**src/rtl/drlp_cfg_loader_if.sv**
```systemverilog
// Loader-side bundle: start request, descriptor-memory read port, config-bank write port and status.
interface drlp_cfg_loader_if;
  logic        i_go;
  logic [15:0] i_base_addr;
  logic [7:0]  i_num_layers;
  logic        o_mem_rd_en;
  logic [15:0] o_mem_addr;
  logic [31:0] i_mem_rd_data;
  logic        i_mem_rd_valid;
  logic [31:0] o_cfg;
  logic [2:0]  o_cfg_addr;
  logic        o_cfg_wr_en;
  logic        i_layer_done;
  logic        o_busy;
  logic        o_done;
  logic [7:0]  o_layer_idx;
  logic        o_timeout;

  modport master (
    input  i_go, i_base_addr, i_num_layers, i_mem_rd_data, i_mem_rd_valid, i_layer_done,
    output o_mem_rd_en, o_mem_addr, o_cfg, o_cfg_addr, o_cfg_wr_en, o_busy, o_done,
    output o_layer_idx, o_timeout
  );

  modport slave (
    output i_go, i_base_addr, i_num_layers, i_mem_rd_data, i_mem_rd_valid, i_layer_done,
    input  o_mem_rd_en, o_mem_addr, o_cfg, o_cfg_addr, o_cfg_wr_en, o_busy, o_done,
    input  o_layer_idx, o_timeout
  );
endinterface

```
**src/rtl/drlp_cfg_loader.sv**
```systemverilog
// Layer-program loader: copies 6 descriptor words per layer into cfg 0..5, then sets/clears cfg 6 around the run.
// Optional RUN watchdog built in when DRLP_CFG_LOADER_TIMEOUT_EN is defined; otherwise RUN waits forever.
module drlp_cfg_loader (
  input  logic              i_clk,
  input  logic              i_rst_n,
  drlp_cfg_loader_if.master bus
);

  typedef enum logic [2:0] {
    IDLE   = 3'd0,
    FETCH  = 3'd1,
    WAITRD = 3'd2,
    WRITE  = 3'd3,
    START  = 3'd4,
    RUN    = 3'd5,
    CLEAR  = 3'd6
  } state_t;

  state_t      state, state_nxt;
  logic [15:0] rd_addr, rd_addr_nxt;
  logic [2:0]  word, word_nxt;
  logic [7:0]  layer, layer_nxt;
  logic [7:0]  last_layer, last_layer_nxt;
  logic [31:0] rd_word, rd_word_nxt;
  logic        zero_done, zero_done_nxt;
`ifdef DRLP_CFG_LOADER_TIMEOUT_EN
  logic [15:0] wdog, wdog_nxt;
  logic        timed_out, timed_out_nxt;
  logic        timeout;
`endif

  logic        mem_rd_en;
  logic [15:0] mem_addr;
  logic        cfg_wr_en;
  logic [2:0]  cfg_addr;
  logic [31:0] cfg;
  logic        prog_done;

  always_ff @(posedge i_clk) begin
    if (!i_rst_n) begin
      state      <= IDLE;
      rd_addr    <= 16'd0;
      word       <= 3'd0;
      layer      <= 8'd0;
      last_layer <= 8'd0;
      rd_word    <= 32'd0;
      zero_done  <= 1'b0;
`ifdef DRLP_CFG_LOADER_TIMEOUT_EN
      wdog       <= 16'd0;
      timed_out  <= 1'b0;
`endif
    end else begin
      state      <= state_nxt;
      rd_addr    <= rd_addr_nxt;
      word       <= word_nxt;
      layer      <= layer_nxt;
      last_layer <= last_layer_nxt;
      rd_word    <= rd_word_nxt;
      zero_done  <= zero_done_nxt;
`ifdef DRLP_CFG_LOADER_TIMEOUT_EN
      wdog       <= wdog_nxt;
      timed_out  <= timed_out_nxt;
`endif
    end
  end

  always_comb begin
    state_nxt      = state;
    rd_addr_nxt    = rd_addr;
    word_nxt       = word;
    layer_nxt      = layer;
    last_layer_nxt = last_layer;
    rd_word_nxt    = rd_word;
    zero_done_nxt  = 1'b0;
`ifdef DRLP_CFG_LOADER_TIMEOUT_EN
    wdog_nxt       = wdog;
    timed_out_nxt  = timed_out;
    timeout        = 1'b0;
`endif
    mem_rd_en      = 1'b0;
    mem_addr       = 16'd0;
    cfg_wr_en      = 1'b0;
    cfg_addr       = 3'd0;
    cfg            = 32'd0;
    prog_done      = 1'b0;

    case (state)
      IDLE: begin
        if (bus.i_go) begin
          if (bus.i_num_layers != 8'd0) begin
            state_nxt      = FETCH;
            rd_addr_nxt    = bus.i_base_addr;
            word_nxt       = 3'd0;
            layer_nxt      = 8'd0;
            last_layer_nxt = bus.i_num_layers - 8'd1;
          end else begin
            // Empty program completes on the following cycle without touching memory or cfg.
            zero_done_nxt = 1'b1;
          end
        end
      end

      FETCH: begin
        mem_rd_en   = 1'b1;
        mem_addr    = rd_addr;
        // Descriptors are contiguous across layers, so one wrapping pointer covers base + 6n + k.
        rd_addr_nxt = rd_addr + 16'd1;
        state_nxt   = WAITRD;
      end

      WAITRD: begin
        if (bus.i_mem_rd_valid) begin
          rd_word_nxt = bus.i_mem_rd_data;
          state_nxt   = WRITE;
        end
      end

      WRITE: begin
        cfg_wr_en = 1'b1;
        cfg_addr  = word;
        cfg       = rd_word;
        if (word == 3'd5) begin
          word_nxt  = 3'd0;
          state_nxt = START;
        end else begin
          word_nxt  = word + 3'd1;
          state_nxt = FETCH;
        end
      end

      START: begin
        cfg_wr_en = 1'b1;
        cfg_addr  = 3'd6;
        cfg       = 32'h1;
        state_nxt = RUN;
`ifdef DRLP_CFG_LOADER_TIMEOUT_EN
        wdog_nxt  = 16'd0;
`endif
      end

      RUN: begin
        if (bus.i_layer_done) begin
          state_nxt = CLEAR;
`ifdef DRLP_CFG_LOADER_TIMEOUT_EN
        end else if (wdog == 16'hFFFE) begin
          // This is the 65535th RUN cycle with no completion.
          timed_out_nxt = 1'b1;
          state_nxt     = CLEAR;
        end else begin
          wdog_nxt = wdog + 16'd1;
`endif
        end
      end

      CLEAR: begin
        cfg_wr_en = 1'b1;
        cfg_addr  = 3'd6;
        cfg       = 32'h0;
`ifdef DRLP_CFG_LOADER_TIMEOUT_EN
        if (timed_out) begin
          timeout       = 1'b1;
          timed_out_nxt = 1'b0;
          layer_nxt     = 8'd0;
          state_nxt     = IDLE;
        end else
`endif
        if (layer == last_layer) begin
          prog_done = 1'b1;
          layer_nxt = 8'd0;
          state_nxt = IDLE;
        end else begin
          layer_nxt = layer + 8'd1;
          state_nxt = FETCH;
        end
      end

      default: state_nxt = IDLE;
    endcase
  end

  assign bus.o_mem_rd_en = mem_rd_en;
  assign bus.o_mem_addr  = mem_addr;
  assign bus.o_cfg_wr_en = cfg_wr_en;
  assign bus.o_cfg_addr  = cfg_addr;
  assign bus.o_cfg       = cfg;
  assign bus.o_busy      = (state != IDLE);
  assign bus.o_done      = zero_done | prog_done;
  assign bus.o_layer_idx = layer;
`ifdef DRLP_CFG_LOADER_TIMEOUT_EN
  assign bus.o_timeout   = timeout;
`else
  assign bus.o_timeout   = 1'b0;
`endif

endmodule

```
**src/flat_wrapper.sv**
```systemverilog
// flat-port wrapper written by rule: the top's interface ports become plain ports
module drlp_cfg_loader_flat 
  (i_clk, i_rst_n, bus_i_go, bus_i_base_addr, bus_i_num_layers, bus_i_mem_rd_data, bus_i_mem_rd_valid, bus_i_layer_done, bus_o_mem_rd_en, bus_o_mem_addr, bus_o_cfg, bus_o_cfg_addr, bus_o_cfg_wr_en, bus_o_busy, bus_o_done, bus_o_layer_idx, bus_o_timeout);
  drlp_cfg_loader_if bus_i ();
  input  logic i_clk;
  input  logic i_rst_n;
  input wire logic [$bits(bus_i.i_go)-1:0] bus_i_go;
  input wire logic [$bits(bus_i.i_base_addr)-1:0] bus_i_base_addr;
  input wire logic [$bits(bus_i.i_num_layers)-1:0] bus_i_num_layers;
  input wire logic [$bits(bus_i.i_mem_rd_data)-1:0] bus_i_mem_rd_data;
  input wire logic [$bits(bus_i.i_mem_rd_valid)-1:0] bus_i_mem_rd_valid;
  input wire logic [$bits(bus_i.i_layer_done)-1:0] bus_i_layer_done;
  output wire logic [$bits(bus_i.o_mem_rd_en)-1:0] bus_o_mem_rd_en;
  output wire logic [$bits(bus_i.o_mem_addr)-1:0] bus_o_mem_addr;
  output wire logic [$bits(bus_i.o_cfg)-1:0] bus_o_cfg;
  output wire logic [$bits(bus_i.o_cfg_addr)-1:0] bus_o_cfg_addr;
  output wire logic [$bits(bus_i.o_cfg_wr_en)-1:0] bus_o_cfg_wr_en;
  output wire logic [$bits(bus_i.o_busy)-1:0] bus_o_busy;
  output wire logic [$bits(bus_i.o_done)-1:0] bus_o_done;
  output wire logic [$bits(bus_i.o_layer_idx)-1:0] bus_o_layer_idx;
  output wire logic [$bits(bus_i.o_timeout)-1:0] bus_o_timeout;
  assign bus_i.i_go = bus_i_go;
  assign bus_i.i_base_addr = bus_i_base_addr;
  assign bus_i.i_num_layers = bus_i_num_layers;
  assign bus_i.i_mem_rd_data = bus_i_mem_rd_data;
  assign bus_i.i_mem_rd_valid = bus_i_mem_rd_valid;
  assign bus_i.i_layer_done = bus_i_layer_done;
  assign bus_o_mem_rd_en = bus_i.o_mem_rd_en;
  assign bus_o_mem_addr = bus_i.o_mem_addr;
  assign bus_o_cfg = bus_i.o_cfg;
  assign bus_o_cfg_addr = bus_i.o_cfg_addr;
  assign bus_o_cfg_wr_en = bus_i.o_cfg_wr_en;
  assign bus_o_busy = bus_i.o_busy;
  assign bus_o_done = bus_i.o_done;
  assign bus_o_layer_idx = bus_i.o_layer_idx;
  assign bus_o_timeout = bus_i.o_timeout;
  drlp_cfg_loader u_core (.i_clk(i_clk), .i_rst_n(i_rst_n), .bus(bus_i));
endmodule
```
**config.mk**
```make
export PLATFORM = sky130hd
export DESIGN_NAME = drlp_cfg_loader_flat
export DESIGN_NICKNAME = d
export VERILOG_FILES = /design/src/rtl/drlp_cfg_loader_if.sv /design/src/rtl/drlp_cfg_loader.sv /design/src/flat_wrapper.sv
export SDC_FILE = /design/constraint.sdc
export NUM_CORES = 1
export LEC_CHECK = 0
export ABC_AREA = 0
export CAP_MARGIN = 0
export CORE_MARGIN = 1.5
export CORE_UTILIZATION = 40
export CTS_CLUSTER_SIZE = 24
export DETAILED_ROUTE_END_ITERATION = 12
export HOLD_SLACK_MARGIN = 0.12
export PLACE_DENSITY = 0.76
export SYNTH_ARGS = -nofsm -noshare
export SYNTH_HDL_FRONTEND = slang
export SYNTH_SLANG_ARGS = --single-unit
```
**constraint.sdc**
```tcl
create_clock -name i_clk -period 1.75 [get_ports i_clk]
set_input_delay 0.35 -clock i_clk [delete_from_list [all_inputs] [get_ports i_clk]]
set_output_delay 0.35 -clock i_clk [all_outputs]
set_load 0.005 [all_outputs]
```
==> results of run 1 <==
## tightest hold or removal path: stages, from the launching register on
cell and delay (ns):
dfxtp_1 0.31, nand2_1 0.05, a21oi_1 0.05
## report_power, final
part           internal [mW]  switching [mW]  total, mW
Combinational           1.33            1.12       2.45
Clock                  0.952           0.657       1.61
Sequential              1.80           0.187       1.99
## synthesized netlist by cell type, types with 3 or more instances
library cell  count
a211oi_1         10
a21o_1            3
a21oi_1          44
a31oi_1           8
and2_1           49
and3_1            3
and4_1            3
buf_2             8
clkbuf_1         23
dfxtp_1          71
ha_1              4
inv_1            11
mux2i_1           4
nand2_1          95
nand2b_1          4
nand3_1          24
nand4_1           6
nor2_1           22
nor3_1            5
nor3b_1           3
nor4_1            4
o21ai_0          16
o22ai_1           4
o311ai_0          3
o31ai_1           3
or4_1             5
xnor2_1          13
xor2_1            3
## path summary, 6_finish.rpt
path / endpoint / slack (ns) / cells after the start
setup / recovery: bus_o_cfg[29] / -0.30 / 7
hold / removal: u_core.rd_word[21] / 0.46 / 2
setup reg to reg: u_core.rd_addr[5] / -0.29 / 8
hold reg to reg: u_core.rd_word[21] / 0.46 / 2
## logic make-up after synthesis
family / count (synthesis) / share of synthesized area
adders and majority gates: 4 / 0.0132
and+or+nand+nor: 238 / 0.319
other: 1 / 0.000986
muxes: 5 / 0.0135
xor gates and xnor gates: 16 / 0.0368
buffers and inverters: 47 / 0.0553
AOI/OAI and AO/OA: 112 / 0.187
DFF: 71 / 0.374
## metrics by stage
stage	setup TNS, ns	setup WS, ns	hold slack (ns)
3_3_place_gp	-22.86	-0.439	0.438
3_5_place_dp	-25.08	-0.519	0.444
2_1_floorplan	0	0.0597	0.432
5_1_grt	-22.11	-0.361	0.479
4_1_cts	-21.96	-0.391	0.453
6_report	-19.05	-0.296	0.456
## final cells by class
class                   count  area (sq um)  share of cell area
clock buffers              11           131              0.0191
clock inverters             5           106              0.0154
inverters                  12          52.6             0.00763
multi-input cells         376          2580               0.374
flip-flops and latches     71          1430               0.208
well taps                 129           161              0.0234
repair buffers            234          2410               0.350
repair inverters            2          15.0             0.00218
## layer usage
metal	global-route usage	vias up
li1	-	2157
met1	0.328	2190
met2	0.477	185
met3	0.0485	27
met4	0.0921	0
met5	0	-
## repair_timing
item,CTS,global route
pin swaps,27,59
buffers inserted,41,11
gates cloned,8,1
setup endpoints to repair,91,91
resized for setup,336,123
## cell usage in the layout (no fill, tap or decap), types with 7 or more instances in the layout
cell             count
nand3_2              9
buf_4               57
dfxtp_2              7
o21ai_0             10
nand3_1             16
nor2_1              15
and2_4              45
clkdlybuf4s50_1     68
buf_6               89
a21oi_1             39
xnor2_1             11
nand2_1             88
inv_1                9
dfxtp_1             64
clkbuf_8             9
a31oi_1              8
## state kept, by name, summed over array words and instances (netlist names)
signal                  count
u_core.rd_word             32
u_core.last_layer           8
u_core.zero_done            1
u_core.word                 3
u_core.rd_addr             16
u_core.bus.o_layer_idx      8
u_core.state                3
==> results.txt, run 1 <==
Status - complete, but fails checks
Violated checks - negative setup slack
Required time of the critical path - 1.40 ns
RSZ-0062 raised after global routing - true
Ports - 125
Static Leak - 2.75 nW
Fin area - 0.00689 sq mm
Mapped Area - 0.00380 sq mm
Placed Instances - 776
Largest cells by area after synthesis - dfxtp_1 (37%), nand2_1 (9.4%), and2_1 (8.1%)
Top achievable clock speed - 489 MHz
GRT Total Usage - 0.269
Synth Instances - 494
Vias in the first global route - 4433
Core area - 0.00924 sq mm
Met3 WL - 799 um
HP Start - u_core.rd_word[21]
Most common cell on crit path - buf_6
Maximum vdd ir drop - 0.000439 V
Detail Route Antenna Nets - 0
Die area - 0.0101 sq mm
Initial drt markers - 251
First-pass GRT wire length - 21.7 mm
Post-synth cell types - 64
Total power - 6.04 mW
Number of flops mapped to enable cells by yosys - 0
Max-Cap Viols - 0
Avg Cell Area, Syn - 7.70 sq um
Met2 wire length - 7.37 mm
Post-route clock period utilization - 1.17
Diodes inserted - 0
Crit-path leading delay family - buffers and inverters
Largest net degree at the start of global routing - 33
Clock sinks - 71
Initial antenna violation count - 0
Final std cells w/o fill - 840
Reg-to-reg startpoint - u_core.state[2]
Post-synth net total - 559
Clk root buf - clkbuf_8
Via count - 4559
Clk buf depth - 2
Critical Path AT - 1.70 ns
Final Hold Viols - 0
Crit path buf inv count - 5
CTS tree - built
Min Tclk post-route - 2.05 ns
Grt ovf - 0
Initial DRT Pass Iterations - 6
Crit Path Max Fanout - 8
Cells along the critical path - buf_6, and3b_2, buf_6, buf_12, buf_16, and2_4, buf_6
Post-DP HPWL - 8.13 mm
# hold bufs at CTS - 0
Top FF cell, synth - dfxtp_1
Async SR Flop Fraction - 0
Synth warn - 0
WL met1 - 5.68 mm
Critical Path Sink Type - output port
Crit-path slowest cell - dfxtp_2
Final WL - 14.2 mm
Yosys top cell area share - 0.374
DRC viols - 0
Part of the Yosys area used for sequential elements - 0.374
# H-tree levels - 3
Crit path largest cell delay - 0.36 ns
Endpoints failing setup - 90
Vias/cell - 5.43
HP Class - reg -> reg
P&R area growth vs syn - 81.1%
Initial Util - 0.412
Fin util - 0.746
Crit. Startpoint - u_core.state[2]
Yosys top cell by area - dfxtp_1
Slew Limit Fails - 0
WL/cell - 16.8 um
Clock Skew - 0.00808 ns
Pwr per Cell Area - 877 mW/mm^2
Nets - 771
Setup CP Type - reg -> out
CTS buffer count - 9
Reg clk slew, reported paths - 0.08 ns
Flops & latches, synth - 71
Clk Latency, worst-skew pair - 0.34 ns
Die width - 101 um
Port bufs - 123
Die span in y - 101 um
Filler cells - 631
Crit start category - flip-flop
Share of layout cells above drive strength 1 - 0.423
Gpl congestion - 0.927
Placed Area - 0.00558 sq mm
Top routing layer used - met4
Final setup margin - -0.296 ns
Cell row count - 35
(Power assumes the default switching activity.)
==> run 2, diff against run 1 <==
--- a/config.mk
+++ b/config.mk
@@ -12,7 +12,7 @@
 export CTS_CLUSTER_SIZE = 24
 export DETAILED_ROUTE_END_ITERATION = 12
 export HOLD_SLACK_MARGIN = 0.12
-export PLACE_DENSITY = 0.76
+export PLACE_DENSITY = 0.71
 export SYNTH_ARGS = -nofsm -noshare
 export SYNTH_HDL_FRONTEND = slang
 export SYNTH_SLANG_ARGS = --single-unit
==> constraint.sdc (replaced) <==
create_clock -name i_clk -period 2.3 [get_ports i_clk]
set_input_delay 0.46 -clock i_clk [delete_from_list [all_inputs] [get_ports i_clk]]
set_output_delay 0.46 -clock i_clk [all_outputs]
set_load 0.005 [all_outputs]
==> results.txt, run 2 (synthesized netlist as in run 1, its figures left out) <==
Status - finished, final reports clean
Crit start category - flip-flop
Power share of the clock group - 0.259 (-0.007)
Share of layout cells above drive strength 1 - 0.118 (-0.306)
Critical Path AT - 1.78 ns (+0.08 ns)
Reg clk slew, reported paths - 0.08 ns (about the same)
Hold path depth - 2 (unchanged)
Most flops, register - u_core.rd_word
Slew Limit Fails - 0 (unchanged)
Reg2Reg Depth - 7 (-1)
Post-route clock period utilization - 0.974
CTS buffer count - 9 (unchanged)
Fin util - 0.609 (-0.137)
Post-DP HPWL - 7.49 mm (-7.9%)
GRT Total Usage - 0.215 (-0.0542)
Core area - 0.00924 sq mm (unchanged)
Initial drt markers - 149 (-41%)
Fin area - 0.00563 sq mm (-18%)
DRC viols - 0 (unchanged)
R2r endpoint - u_core.rd_addr[15]
Register Area - 0.00142 sq mm (-0.44%)
Part of the power in registers - 0.418 (+0.089)
Maximum vdd ir drop - 0.000337 V (-23%)
Total negative setup slack - 0 ns (+19.05 ns)
Initial Util - 0.412 (unchanged)
# H-tree levels - 3 (unchanged)
Crit-path leading delay family - buffers and inverters
Nets - 698 (-9.5%)
Vias/cell - 5.15 (-5.2%)
Vias in the first global route - 3717 (-16%)
Clk Latency, worst-skew pair - 0.35 ns (about the same)
Static Leak - 2.47 nW (-10%)
Initial antenna violation count - 0 (unchanged)
Most common cell after layout, fill and taps aside - nand2_1
Final WL - 10.9 mm (-23%)
Clock sinks - 71 (unchanged)
Detail Route Antenna Nets - 0 (unchanged)
Min Tclk post-route - 2.24 ns
Cell row count - 35 (unchanged)
WHS - 0.449 ns (-0.00656 ns)
Pwr per Cell Area - 632 mW/mm^2 (-28%)
Filler cells - 850 (+35%)
Crit-path slowest cell - clkdlybuf4s50_1
Sw Share - 0.342 (+0.0171)
Die area - 0.0101 sq mm (unchanged)
Crit path buf inv count - 3 (-2)
WL/cell - 14.2 um (-16%)
Hold EP - u_core.rd_word[31]
Crit path largest cell delay - 0.48 ns (+0.12 ns)
Cells along the critical path - or3b_4, buf_12, inv_8, clkdlybuf4s50_1
Switching power total - 1.22 mW (-38%)
Clock Skew - 0.0151 ns (+0.00705 ns)
P_int - 2.34 mW (-43%)
Diodes inserted - 0 (unchanged)
Max FFs per register - 32 (unchanged)
P&R area growth vs syn - 47.9%
# hold bufs at CTS - 0 (unchanged)
HP Class - reg -> reg
Largest net degree at the start of global routing - 58 (+76%)
CTS tree - built
HP Start - u_core.rd_word[31]
Clk root buf - clkbuf_8
Critical Path Sink Type - output port
Grt ovf - 0 (unchanged)
Gpl congestion - 0.806 (-13%)
First-pass GRT wire length - 17.5 mm (-19%)
Die width - 101 um (unchanged)
Gate power share - 0.323 (-0.082)
Setup CP Type - reg -> out
Max-Cap Viols - 0 (unchanged)
RSZ-0062 raised after global routing - false
Required time of the critical path - 1.84 ns (+0.44 ns)
Die span in y - 101 um (unchanged)
Biggest regs - u_core.rd_word: 32 flops, u_core.rd_addr: 16 flops
Crit Path Max Fanout - 3 (-5)
Top achievable clock speed - 446 MHz
Placed Area - 0.00532 sq mm (-4.7%)
Initial DRT Pass Iterations - 4 (-2)
Final Hold Viols - 0 (unchanged)
Port bufs - 123 (unchanged)
Via count - 3947 (-13%)
R2R Setup Slk - 0.45 ns (+0.74 ns)
Endpoints failing setup - 0 (-100%)
Clk buf depth - 2 (unchanged)
Most frequent cells in the layout - nand2_1 (95), clkdlybuf4s50_1 (70), dfxtp_1 (69), and2_1 (49), a21oi_1 (44)
Reg-to-reg startpoint - u_core.state[0]
Ports - 125 (unchanged)
Multi-input gate area - 0.00219 sq mm (-15%)
## run 2: cell count changes in the layout (fill, tap and decap cells not counted), sizes merged
cell | before | now
buf | 164 | 39
dlygate4sd2 | 0 | 36
dlymetal6s2s | 0 | 14
inv | 12 | 16
bufinv | 3 | 0
clkbuf | 13 | 10
clkdlybuf4s15 | 0 | 2
clkdlybuf4s50 | 68 | 70
## run 2: metrics by stage
stage / power [mW] / cells / setup WS, ns
2_1_floorplan: 2.13 / 494 / 0.500
3_3_place_gp: 2.54 / 743 / 0.0270
3_5_place_dp: 2.56 / 743 / 0.0137
4_1_cts: 3.55 / 763 / -0.105
5_1_grt: 3.77 / 767 / 0.00304
6_report: 3.56 / 767 / 0.0591
## run 2: worst max path at each step
| stage | start | end | slack (ns) | cells after the start |
|---|---|---|---|---|
| after floorplan | u_core.state[2] | bus_o_cfg[13] | 0.50 | 5 |
| after global placement | bus_i_num_layers[0] | u_core.word[0] | 0.03 | 9 |
| after detailed placement | bus_i_num_layers[0] | u_core.word[0] | 0.01 | 9 |
| after CTS | u_core.state[0] | bus_o_cfg[28] | -0.11 | 5 |
| after global routing | u_core.state[0] | bus_o_cfg[23] | 0.003 | 6 |
| final | u_core.state[0] | bus_o_mem_rd_en | 0.06 | 4 |
## run 2: routing by layer
layer  routed length [um]  up-vias  share of wire  GRT usage
met5                    0        -              0          0
met4                  133        0          0.012     0.0650
met3                  491       14          0.045     0.0541
met2                 5530       90           0.51      0.372
met1                 4710     1838           0.43      0.263
li1                     -     2005              -          -
## run 2: worst reg2reg max path, delay by kind of cell, from the launching register on
family,cells,cell delay (ns)
buf+inv,3,0.37
flops,1,0.35
compound gates,1,0.14
simple gates,3,0.96
## run 2: power by group through the flow
stage / Sequential [mW] / Clock (mW) / Combinational, mW
floorplan: 1.48 / 0 / 0.649
global placement: 1.51 / 0 / 1.03
detailed placement: 1.51 / 0 / 1.05
CTS: 1.48 / 0.950 / 1.12
global route: 1.51 / 1.00 / 1.26
finish: 1.49 / 0.922 / 1.15
## run 2: final cells by class
class                      count  area share
timing repair buffer         162       0.286
clock buffer                   9      0.0220
clock inverter                 7     0.00979
inverter                      12     0.00890
sequential                    71       0.253
timing repair inverter         1     0.00200
tap                          129      0.0287
multi-input combinational    376       0.390
## run 2: what timing repair did
| item | 4_1_cts | 5_1_grt |
|---|---|---|
| endpoints found under the setup margin | 54 | 15 |
| gates resized for setup | 55 | 21 |
| pin swaps | 0 | 1 |
| setup buffers | 2 | 4 |
| gates cloned | 2 | 0 |
==> run 3, diff against run 2 <==
--- a/config.mk
+++ b/config.mk
@@ -13,6 +13,7 @@
 export DETAILED_ROUTE_END_ITERATION = 12
 export HOLD_SLACK_MARGIN = 0.12
 export PLACE_DENSITY = 0.71
+export SLEW_MARGIN = 0
 export SYNTH_ARGS = -nofsm -noshare
 export SYNTH_HDL_FRONTEND = slang
 export SYNTH_SLANG_ARGS = --single-unit
==> constraint.sdc (replaced) <==
create_clock -name i_clk -period 2.7 [get_ports i_clk]
set_input_delay 0.54 -clock i_clk [delete_from_list [all_inputs] [get_ports i_clk]]
set_output_delay 0.54 -clock i_clk [all_outputs]
set_load 0.005 [all_outputs]
==> results.txt, run 3 (synthesized netlist as in run 1, its figures left out) <==
Total negative setup slack - 0 ns (unchanged)
Clock Skew - 0.0137 ns (-0.00142 ns)
Share of layout cells above drive strength 1 - 0.0871 (-0.0305)
Critical Path Sink Type - output port
Post-DP HPWL - 7.67 mm (+2.4%)
Endpoints failing setup - 0 (unchanged)
RSZ-0062 raised after global routing - false
CTS tree - built
Status - finished, final reports clean
Pwr per Cell Area - 552 mW/mm^2 (-13%)
Detail Route Antenna Nets - 0 (unchanged)
# hold bufs at CTS - 0 (unchanged)
Clock sinks - 71 (unchanged)
Die span in y - 101 um (unchanged)
Gpl congestion - 0.858 (+6.5%)
Min Tclk post-route - 2.61 ns
Biggest regs - u_core.rd_word: 32 flops, u_core.rd_addr: 16 flops
Slew Limit Fails - 0 (unchanged)
Required time of the critical path - 2.16 ns (+0.32 ns)
Largest net degree at the start of global routing - 34 (-41%)
DRC viols - 0 (unchanged)
Crit path buf inv count - 1 (-2)
Nets - 681 (-2.4%)
Initial DRT Pass Iterations - 4 (unchanged)
Final std cells w/o fill - 749 (-2.3%)
Via count - 3884 (-1.6%)
Top achievable clock speed - 383 MHz
Slew margin rel. - 0.642
WHS - 0.451 ns (+0.00182 ns)
Reg-to-reg startpoint - u_core.state[1]
Clk buf depth - 2 (unchanged)
Crit start category - flip-flop
Setup CP Type - reg -> out
HP Start - u_core.rd_word[31]
Static Leak - 1.91 nW (-23%)
Initial antenna violation count - 0 (unchanged)
Fin area - 0.00543 sq mm (-3.4%)
Max-Cap Viols - 0 (unchanged)
Crit-path slowest cell - clkdlybuf4s50_1
Most flops, register - u_core.rd_word
# H-tree levels - 3 (unchanged)
Most frequent cells in the layout - clkdlybuf4s50_1 (123), nand2_1 (95), dfxtp_1 (70), and2_1 (49), a21oi_1 (44)
Initial Util - 0.412 (unchanged)
Crit path largest cell delay - 0.54 ns (+0.06 ns)
Vias in the first global route - 3664 (-1.4%)
Placed Instances - 733 (-1.3%)
Grt ovf - 0 (unchanged)
Vias/cell - 5.19 (+0.77%)
Reg clk slew, reported paths - 0.07 ns (about the same)
R2R Setup Slk - 0.80 ns (+0.35 ns)
GRT Total Usage - 0.213 (-0.00172)
Diodes inserted - 0 (unchanged)
Cells along the critical path - xnor2_1, nand4_1, o31ai_2, clkdlybuf4s50_1
Cell row count - 35 (unchanged)
R2r endpoint - u_core.word[0]
WL/cell - 14.3 um (+1.2%)
P&R area growth vs syn - 42.8%
Max FFs per register - 32 (unchanged)
Hold path depth - 2 (unchanged)
HP Class - reg -> reg
Core area - 0.00924 sq mm (unchanged)
Clk Latency, worst-skew pair - 0.35 ns (about the same)
Crit-path leading delay family - buffers and inverters
Port bufs - 123 (unchanged)
Die width - 101 um (unchanged)
Ports - 125 (unchanged)
Final WL - 10.7 mm (-1.2%)
Reg2Reg Depth - 6 (-1)
Maximum vdd ir drop - 0.000339 V (+0.81%)
Filler cells - 839 (-1.3%)
Die area - 0.0101 sq mm (unchanged)
Clk root buf - clkbuf_8
CTS buffer count - 9 (unchanged)
Post-route clock period utilization - 0.967
Crit Path Max Fanout - 5 (+2)
Total power - 3.00 mW (-16%)
Final Hold Viols - 0 (unchanged)
Placed Area - 0.00522 sq mm (-1.9%)
Most common cell after layout, fill and taps aside - clkdlybuf4s50_1
Hold EP - u_core.rd_word[31]
First-pass GRT wire length - 17.2 mm (-1.6%)
Worst slew pin tran - 0.537 ns
Initial drt markers - 201 (+35%)
Critical Path AT - 2.07 ns (+0.29 ns)
-- run 3: cell count changes in the layout (fill, tap and decap cells not counted), moves of 4 or more --
cell             change
clkdlybuf4s50_1     +53
dlymetal6s2s_1      -14
buf_6                -4
buf_12               -5
buf_4                -6
dlygate4sd2_1       -36
-- run 3: how the worst max path moves through the flow --
| stage | end | slack (ns) | cells past startpoint | from |
|---|---|---|---|---|
| after floorplan | bus_o_cfg[13] | 0.82 | 5 | u_core.state[2] |
| after global placement | u_core.rd_addr[15] | 0.26 | 8 | bus_i_num_layers[0] |
| after detailed placement | u_core.rd_addr[0] | 0.12 | 8 | bus_i_num_layers[0] |
| after CTS | bus_o_done | 0.002 | 4 | u_core.bus.o_layer_idx[5] |
| after global routing | bus_o_done | 0.004 | 4 | u_core.bus.o_layer_idx[6] |
| final | bus_o_done | 0.09 | 4 | u_core.bus.o_layer_idx[6] |
-- run 3: metrics by stage --
stage                     setup slack, ns   util
after floorplan                     0.820      -
after global placement              0.255  0.565
after detailed placement            0.122  0.565
after CTS                         0.00165  0.586
after global routing              0.00399  0.588
final                              0.0886  0.588
-- run 3: worst register-to-register path: cells and delay by family, from the launching register on --
family | cells | cell delay, ns
simple gates | 2 | 0.70
flops | 1 | 0.36
buf+inv | 2 | 0.36
compound gates | 2 | 0.39
-- run 3: report_power, final --
part	switching (mW)	total, mW	internal, mW	leakage [nW]
Sequential	0.108	1.27	1.17	0.579
Combinational	0.458	0.864	0.406	1.24
Clock	0.415	0.862	0.447	0.0944
-- run 3: layer usage --
metal	share of wire	wire length (um)	global-route usage	vias up
met5	0	0	0	-
met4	0.019	199	0.0878	0
met3	0.042	448	0.0409	17
met2	0.50	5380	0.361	92
met1	0.44	4710	0.266	1811
li1	-	-	-	1964
-- run 3: area by class of cell --
class                      count  area [sq um]  area share
multi-input combinational    376          2190       0.402
sequential                    71          1420       0.262
timing repair buffer         146          1420       0.261
tap                          129           161      0.0297
clock buffer                  10           138      0.0253
clock inverter                 5          58.8      0.0108
inverter                      12          50.0     0.00921
-- run 3: timing repair --
item / 4_1_cts / 5_1_grt
endpoints found under the setup margin: 0 / 45
resized for setup: 0 / 4
setup buffers: 0 / 1
